File: config.mk
export PLATFORM = sky130hd
export DESIGN_NAME = fp32_mul_packer
export DESIGN_NICKNAME = d
export VERILOG_FILES = /design/src/rtl/fp32_pkg.sv /design/src/rtl/fp32_round_rne.sv /design/src/rtl/fp32_mul_packer.sv
export SDC_FILE = /design/constraint.sdc
export NUM_CORES = 1
export LEC_CHECK = 0
export BUFFER_PORTS_ARGS = -buffer_cell sky130_fd_sc_hd__buf_2
export CAP_MARGIN = 40
export CORE_MARGIN = 1
export CORE_UTILIZATION = 43
export CTS_CLUSTER_DIAMETER = 120
export DETAILED_ROUTE_END_ITERATION = 8
export GPL_ROUTABILITY_DRIVEN = 0
export PLACE_DENSITY = 0.67
export SETUP_SLACK_MARGIN = 0.5
export SYNTH_ARGS = -nofsm -noshare
export SYNTH_HDL_FRONTEND = slang
export SYNTH_SLANG_ARGS = --single-unit
File: constraint.sdc
create_clock -name i_clk -period 2.9 [get_ports i_clk]
set_input_delay 0 -clock i_clk [delete_from_list [all_inputs] [get_ports i_clk]]
set_output_delay 0 -clock i_clk [all_outputs]
set_load 0.02 [all_outputs]
File: src/rtl/fp32_pkg.sv
// Shared definitions for the FP32 multiplier output stage.
// Holds the binary32 encoding constants, the exception flag bundle and the
// stage-1 payload carried between the normalise and round/encode stages.
package fp32_pkg;

    localparam logic [31:0] FP32_QNAN    = 32'h7FC0_0000;
    localparam logic [7:0]  FP32_EXP_INF = 8'hFF;
    localparam logic [9:0]  FP32_BIAS    = 10'd127;

    // IEEE-754 exception flags produced with each result
    typedef struct packed {
        logic nv;
        logic of;
        logic uf;
        logic nx;
    } fp32_flags_t;

    // Normalised significand plus rounding bits, waiting to be rounded
    typedef struct packed {
        logic        sign;
        logic [9:0]  e;       // two's complement, biased exponent
        logic [22:0] m;       // fraction without hidden bit
        logic        g;       // guard bit
        logic        s;       // sticky bit
        logic        lsb;     // fraction LSB, breaks round-to-even ties
        logic        is_nan;
        logic        is_inf;
        logic        is_zero;
    } fp32_s1_t;

endpackage

File: src/rtl/fp32_round_rne.sv
// Round-to-nearest-even on a normalised 23-bit fraction.
// Ports:
//   i_m, i_g, i_s, i_lsb : fraction, guard, sticky, fraction LSB
//   i_e                  : signed 10-bit biased exponent
//   o_m, o_e             : rounded fraction and exponent (bumped on carry-out)
//   o_of, o_uf, o_nx     : exponent >= 255, exponent <= 0, inexact
module fp32_round_rne
    import fp32_pkg::*;
(
    input  logic [22:0] i_m,
    input  logic        i_g,
    input  logic        i_s,
    input  logic        i_lsb,
    input  logic [9:0]  i_e,
    output logic [22:0] o_m,
    output logic [9:0]  o_e,
    output logic        o_of,
    output logic        o_uf,
    output logic        o_nx
);

    logic        w_up;
    logic [23:0] w_sum;

    // Round increment and exponent adjustment on fraction carry-out
    always_comb begin
        w_up  = i_g & (i_s | i_lsb);
        w_sum = {1'b0, i_m} + {23'd0, w_up};
        if (w_sum[23]) begin
            // 1.111..1 + ulp = 10.000..0: fraction wraps to zero, exponent steps up
            o_m = 23'd0;
            o_e = i_e + 10'd1;
        end else begin
            o_m = w_sum[22:0];
            o_e = i_e;
        end
        o_of = ($signed(o_e) >= $signed(10'd255));
        o_uf = ($signed(o_e) <= $signed(10'd0));
        o_nx = i_g | i_s;
    end

endmodule

File: src/rtl/fp32_mul_packer.sv
// FP32 multiplier output stage: normalise, round to nearest-even, encode
// special values and pack a binary32 result with exception flags.
// Two-stage pipeline, valid/ready on both sides, latency 2, throughput 1.
// Ports:
//   i_clk, i_rst_n                 : clock, async active-low reset
//   i_valid / o_ready              : upstream handshake
//   i_sign, i_exp_sum, i_mant_prod : raw product (exp signed 10-bit, prod 2.46)
//   i_is_nan, i_is_inf, i_is_zero  : operand class flags
//   o_valid / i_ready              : downstream handshake
//   o_result                       : packed binary32
//   o_flag_nv/of/uf/nx             : invalid, overflow, underflow, inexact
module fp32_mul_packer
    import fp32_pkg::*;
(
    input  logic        i_clk,
    input  logic        i_rst_n,
    input  logic        i_valid,
    output logic        o_ready,
    input  logic        i_sign,
    input  logic [9:0]  i_exp_sum,
    input  logic [47:0] i_mant_prod,
    input  logic        i_is_nan,
    input  logic        i_is_inf,
    input  logic        i_is_zero,
    output logic        o_valid,
    input  logic        i_ready,
    output logic [31:0] o_result,
    output logic        o_flag_nv,
    output logic        o_flag_of,
    output logic        o_flag_uf,
    output logic        o_flag_nx
);

    logic        r_v1;
    logic        r_v2;
    fp32_s1_t    r_s1;
    fp32_s1_t    w_s1_next;
    logic        w_ready_s2;
    logic [31:0] r_result;
    fp32_flags_t r_flags;
    logic [31:0] w_result;
    fp32_flags_t w_flags;
    logic        w_nan;
    logic [22:0] w_rnd_m;
    logic [9:0]  w_rnd_e;
    logic        w_rnd_of;
    logic        w_rnd_uf;
    logic        w_rnd_nx;

    // Each stage advances when empty or when the stage after it drains
    assign w_ready_s2 = ~r_v2 | i_ready;
    assign o_ready    = ~r_v1 | w_ready_s2;
    assign o_valid    = r_v2;
    assign o_result   = r_result;
    assign o_flag_nv  = r_flags.nv;
    assign o_flag_of  = r_flags.of;
    assign o_flag_uf  = r_flags.uf;
    assign o_flag_nx  = r_flags.nx;

    // Stage 1 normalise: a product in [2,4) shifts right by one and bumps e
    always_comb begin
        w_s1_next.sign    = i_sign;
        w_s1_next.is_nan  = i_is_nan;
        w_s1_next.is_inf  = i_is_inf;
        w_s1_next.is_zero = i_is_zero;
        if (i_mant_prod[47]) begin
            w_s1_next.m   = i_mant_prod[46:24];
            w_s1_next.g   = i_mant_prod[23];
            w_s1_next.s   = |i_mant_prod[22:0];
            w_s1_next.lsb = i_mant_prod[24];
            w_s1_next.e   = i_exp_sum + 10'd1;
        end else begin
            w_s1_next.m   = i_mant_prod[45:23];
            w_s1_next.g   = i_mant_prod[22];
            w_s1_next.s   = |i_mant_prod[21:0];
            w_s1_next.lsb = i_mant_prod[23];
            w_s1_next.e   = i_exp_sum;
        end
    end

    // Stage 1 register
    always_ff @(posedge i_clk or negedge i_rst_n) begin
        if (!i_rst_n) begin
            r_v1 <= 1'b0;
            r_s1 <= '0;
        end else if (o_ready) begin
            r_v1 <= i_valid;
            if (i_valid) begin
                r_s1 <= w_s1_next;
            end
        end
    end

    fp32_round_rne u_round (
        .i_m   (r_s1.m),
        .i_g   (r_s1.g),
        .i_s   (r_s1.s),
        .i_lsb (r_s1.lsb),
        .i_e   (r_s1.e),
        .o_m   (w_rnd_m),
        .o_e   (w_rnd_e),
        .o_of  (w_rnd_of),
        .o_uf  (w_rnd_uf),
        .o_nx  (w_rnd_nx)
    );

    // Stage 2 encode: NaN beats Inf beats Zero beats the rounded number
    always_comb begin
        w_nan    = r_s1.is_nan | (r_s1.is_inf & r_s1.is_zero);
        w_result = 32'd0;
        w_flags  = '0;
        if (w_nan) begin
            w_result   = FP32_QNAN;
            // Only Inf*0 is an invalid operation; a NaN operand propagates quietly
            w_flags.nv = ~r_s1.is_nan & r_s1.is_inf & r_s1.is_zero;
        end else if (r_s1.is_inf) begin
            w_result = {r_s1.sign, FP32_EXP_INF, 23'd0};
        end else if (r_s1.is_zero) begin
            w_result = {r_s1.sign, 31'd0};
        end else if (w_rnd_of) begin
            w_result   = {r_s1.sign, FP32_EXP_INF, 23'd0};
            w_flags.of = 1'b1;
            w_flags.nx = 1'b1;
        end else if (w_rnd_uf) begin
            // No subnormals: tiny results flush to signed zero
            w_result   = {r_s1.sign, 31'd0};
            w_flags.uf = 1'b1;
            w_flags.nx = 1'b1;
        end else begin
            w_result   = {r_s1.sign, w_rnd_e[7:0], w_rnd_m};
            w_flags.nx = w_rnd_nx;
        end
    end

    // Stage 2 register; result and flags hold while downstream stalls
    always_ff @(posedge i_clk or negedge i_rst_n) begin
        if (!i_rst_n) begin
            r_v2     <= 1'b0;
            r_result <= 32'd0;
            r_flags  <= '0;
        end else if (w_ready_s2) begin
            r_v2 <= r_v1;
            if (r_v1) begin
                r_result <= w_result;
                r_flags  <= w_flags;
            end
        end
    end

endmodule

Yosys cells after proc, flatten, opt, wreduce, memory -nomap -nowiden:

Index checks and enable logic that the tools add are counted.

* mux-type cells: 17
* add/subtract/negate cells: 3
* bitwise logic cells: 12
* $lt $le $gt $ge: 2
* reductions and logical operators: 4

Operators with widths (count)
* two-way mux 31 bit: 4
* two-way mux 36 bit: 1
* two-way mux 32 bit: 1
* adder 23 x 1 -> 24 bit: 1
* two-way mux 23 bit: 1
* OR reduction 23 bit: 1
* OR reduction 22 bit: 1
* adder 10 x 1 -> 10 bit (second input constant): 2
* >= comparator 10 x 9 -> 1 bit (second input constant): 1
* less-or-equal comparator 10 x 1 -> 1 bit (second input constant): 1
* two-way mux 10 bit: 1
* two-way mux 3 bit: 3
* two-way mux 1 bit: 6
* bitwise OR 1 bit: 5
* bitwise AND 1 bit: 4
* AND reduction 2 bit: 2
* NOT 1 bit: 3

* flip-flop bits (word level): 78
* input bits: 66
* logic and storage cells: 54

Logic depth before layout (Yosys ltp):

* word-level depth: 10
* mapped depth: 9

By module:

From an unflattened synthesis, not the netlist that was laid out.

* cells, all modules: 453
* area total of the unflattened synthesis: 4403.0 µm²

Modules (own cells, without submodules)
* fp32_mul_packer: instances 1, cells an instance 311, area an instance 3439.5 µm²
* fp32_round_rne: instances 1, cells an instance 142, area an instance 963.4 µm²

Least setup slack after synthesis:

Ideal clock, no wire load.

* path kind: register -> register
* from: register r_s1[17] (netlist bit)
* to: register r_flags (netlist bit o_flag_nx)
* arrival time: 2.280 ns
* setup slack: 0.494 ns
* clock period less this slack: 2.406 ns
* setup time: 0.126 ns
* stages on the path, launching flop included: 9
* cell sequence: dfrtp_1 > nand4_1 > or4_1 > clkbuf_2 > nor3_2 > mux2i_1 > o2bb2ai_4 > buf_6 > a221o_1

* longest elaborated chain between the ends: 8

RTL lines
* start, declared: RTL line fp32_mul_packer.sv:36 `fp32_s1_t r_s1;`
* start signal, assigned: RTL line fp32_mul_packer.sv:89 `r_s1 <= w_s1_next;`
* adder 23 x 1 -> 24 bit (*): RTL line fp32_round_rne.sv:28 `w_sum = {1'b0, i_m} + {23'd0, w_up};`
* two-way mux 10 bit (*): RTL line fp32_round_rne.sv:29 `if (w_sum[23]) begin`
* less-or-equal comparator 10 x 1 -> 1 bit: RTL line fp32_round_rne.sv:38 `o_uf = ($signed(o_e) <= $signed(10'd0));`
* two-way mux 1 bit: RTL line fp32_mul_packer.sv:124 `end else if (w_rnd_uf) begin`
* two-way mux 1 bit (*): RTL line fp32_mul_packer.sv:120 `end else if (w_rnd_of) begin`
* two-way mux 3 bit (*): RTL line fp32_mul_packer.sv:118 `end else if (r_s1.is_zero) begin`
* two-way mux 3 bit (*): RTL line fp32_mul_packer.sv:116 `end else if (r_s1.is_inf) begin`
* two-way mux 3 bit (*): RTL line fp32_mul_packer.sv:112 `if (w_nan) begin`
* end signal, assigned: RTL line fp32_mul_packer.sv:145 `r_flags <= w_flags;`
* end, declared: RTL line fp32_mul_packer.sv:40 `fp32_flags_t r_flags;`

Every way passes the cells marked *; elsewhere a longest branch is shown, timed or not.
A chain may end at the register's enable or synchronous reset.

Worst setup path after layout:

* from: register r_s1[18] (netlist bit)
* to: register r_result[3] (netlist: o_result[3])

* longest elaborated chain between the ends: 8

RTL lines
* adder 23 x 1 -> 24 bit (*): RTL line fp32_round_rne.sv:28
* two-way mux 10 bit: RTL line fp32_round_rne.sv:29
* less-or-equal comparator 10 x 1 -> 1 bit: RTL line fp32_round_rne.sv:38
* two-way mux 31 bit: RTL line fp32_mul_packer.sv:124
* two-way mux 31 bit (*): RTL line fp32_mul_packer.sv:120
* two-way mux 31 bit (*): RTL line fp32_mul_packer.sv:118
* two-way mux 31 bit (*): RTL line fp32_mul_packer.sv:116
* two-way mux 32 bit (*): RTL line fp32_mul_packer.sv:112
* end signal, assigned: RTL line fp32_mul_packer.sv:144 `r_result <= w_result;`
* end, declared: RTL line fp32_mul_packer.sv:39 `logic [31:0] r_result;`

Marks and branches as above.

==> reports/metrics.yaml <==
crit_fanout: 6
drt_iter0_drc: 209
htreeDepth: 3
ys_types: 50
port_buffers: 103
nFillCells: 834
core_area_mm2: 0.009774
cellLeakagePower_nw: 2.689
synth_edf_count: 0
ant_nets: 0
final-seq-area_mm2: 0.001932
fin_nets: 699
yosys_register_bits: 77
irDropWorstVdd_mv: 0.2191
relSlewSlack_pct: 55.58
area_growth_syn_to_layout_pct: 37.56
yosysMostFrequentCell: "nand2_1"
avgSynthCellArea_um2: 9.356
rr_worst_depth: 7
fin_crit_ns: 2.416
overflow: 0
antenna_found_initial: 0
viasPerCell: 5.302
grt_max_degree: 40
critPathLaunchType: "flop"
slowest_delay_ns: 0.63
crit_cells: 7
synth_common_cells: "84 x nand2_1, 77 x dfrtp_1, 38 x o21ai_0"
cts_tree: "done"
synthCells: 465
slowest_stage: "or4_4"
start_util_pct: 44.51
track_usage_pct: 21.86
vias: 4067
synth_area_leaders: "dfrtp_1 44%, nand2_1 7.2%, mux2i_1 6.0%"
wl_per_cell_um: 14.86
power.density_mw_per_mm2: 501.2
yosysTopAreaCellShare_pct: 44.29
synth_nets: 535
clock_sinks: 77
rows: 36
numCtsBuffers: 9
crit_family: "simple AND/OR/NAND/NOR gates"
io_pins: 104
ys_warn_count: 0
cp-end-kind: "flop"
drive_gt1_share_pct: 29.65
clockBufferDepth: 2
cp_cell_sequence: "nand4_1 -> or4_4 -> nor3_4 -> mux2i_2 -> o2bb2ai_4 -> buf_6 -> o31ai_1"
clock_skew_ns: 0.01418
hpwl_um: 7932
drv_slew: 0
grt_pass1_vias: 3756
ys_async_sr_fraction_pct: 100.0
fin_tns_setup_ns: 0
cp.arrival_ns: 2.66
die_y_um: 102.6
multi_input_area_mm2: 0.002394
rsz0062_at_grt: "yes"
drt_first_pass_iters: 6
pre_cts_ws_ns: 0.1684
hold_viol_final: 0
path_buf_inv: 1
max_freq_mhz: 413.9
die_area_mm2: 0.01052
worstHoldPathType: "in -> reg"
fin_crit_sh_pct: 83.31
hold_depth: 3
setup_violations: 0
die_x_um: 102.6
synth_area_mm2: 0.004350
synth_top_area_cell: "dfrtp_1"
insertion_delay_ns: 0.36
wl_um: 11400
clockRootBuffer: "clkbuf_8"
cp_data_required_time_ns: 3.14
grt_pass1_wl_um: 17730
crit_type: "reg -> reg"
ys_seq_area_share_pct: 44.29
maxCapViolCount: 0
clk_pin_slew_ns: 0.08
n_antenna_cell: 0
drcViolationCount: 0
synthFlopType: "dfrtp_1"
tightest_slew_ns: 0.6663
setup_ws_ns: 0.4839
status: "complete, no violations"
-- worst register-to-register path, cell delays in order, from the launching register on --
cell       delay (ns)
dfrtp_1          0.42
nand4_1          0.15
or4_4            0.63
nor3_4           0.19
mux2i_2          0.31
o2bb2ai_4        0.16
buf_6            0.17
o31ai_1          0.28
-- area by class of cell --
class	count	share of cell area, %
inverters	4	0.2509
clock buffers	10	2.133
well taps	133	2.781
clock inverters	6	1.171
flip-flops and latches	77	32.28
repair buffers	183	21.39
multi-input cells	354	40.00
-- layout by cell type (no fill, tap or decap), types with 5 or more instances in the layout --
cell type and n:
buf_2 103, nand2_1 83, dfrtp_1 73, dlygate4sd3_1 48, o21ai_0 37, nor2_1 25
mux2i_1 25, buf_4 25, xor2_1 24, xnor2_1 17, nand4_1 15, nand3_1 15
o31ai_1 14, o41ai_2 9, clkbuf_8 9, and3_1 8, a211oi_1 8, nor3_1 7
nor4_1 6, and4_1 5, buf_6 5
-- worst paths after layout --
kind	start	endpoint	slack [ns]
max	r_s1[18]	o_result[3]	0.48
min	i_exp_sum[7]	r_s1[36]	0.01
max reg2reg	r_s1[18]	o_result[3]	0.48
min reg2reg	o_result[31]	o_result[31]	0.48
max in group asynchronous	i_rst_n	r_s1[23]	2.42
min in group asynchronous	i_rst_n	o_result[28]	0.02
-- flip-flops by register name, indices dropped and copies added, names as in the netlist --
name       cells
o_flag_nv      1
o_flag_nx      1
o_flag_of      1
o_flag_uf      1
o_result      32
o_valid        1
r_s1          39
r_v1           1
-- logic make-up after synthesis --
kind of cell	count (synthesis)	share of synthesized area (%)
muxes	30	7.017
xor gates and xnor gates	41	8.254
buffers and inverters	34	3.365
and+or+nand+nor	189	20.88
adders and majority gates	4	1.150
AOI/OAI and AO/OA	90	15.04
DFF	77	44.29
-- power breakdown --
part	switching, mW	total [mW]	internal, mW
Clock	0.414	0.818	0.404
Sequential	0.168	1.38	1.21
Combinational	0.427	0.800	0.373
-- per-stage QoR --
stage               std cells  instance area, µm²  total power, mW  util (%)  hold WS [ns]
floorplan                 465                4354            1.790         -       -0.2956
global placement          680                4987            2.024     51.02        0.1468
detailed placement        681                5007            2.047     51.23       -0.1460
CTS                       758                5869            2.958     60.05      0.004032
global route              767                5984            3.160     61.23       0.02729
finish                    767                5984            2.999     61.23       0.01107
-- timing repair --
item / 4_1_cts / 5_1_grt
endpoints found under the hold margin: 113 / 0
hold buffers: 48 / 0
gates resized for setup: 19 / 11
pin swaps: 6 / 14
setup buffers: 13 / 9
endpoints found under the setup margin: 29 / 30
-- routing by layer --
layer  vias to the layer above  global-route usage [%]  part of all wire (%)
met5                         -                       0                     0
met4                         0                   7.582                   1.7
met3                        23                   3.525                   5.3
met2                       148                   36.21                    48
met1                      1905                   29.09                    45
li1                       1991                       -                     -
(Power assumes the default switching activity.)
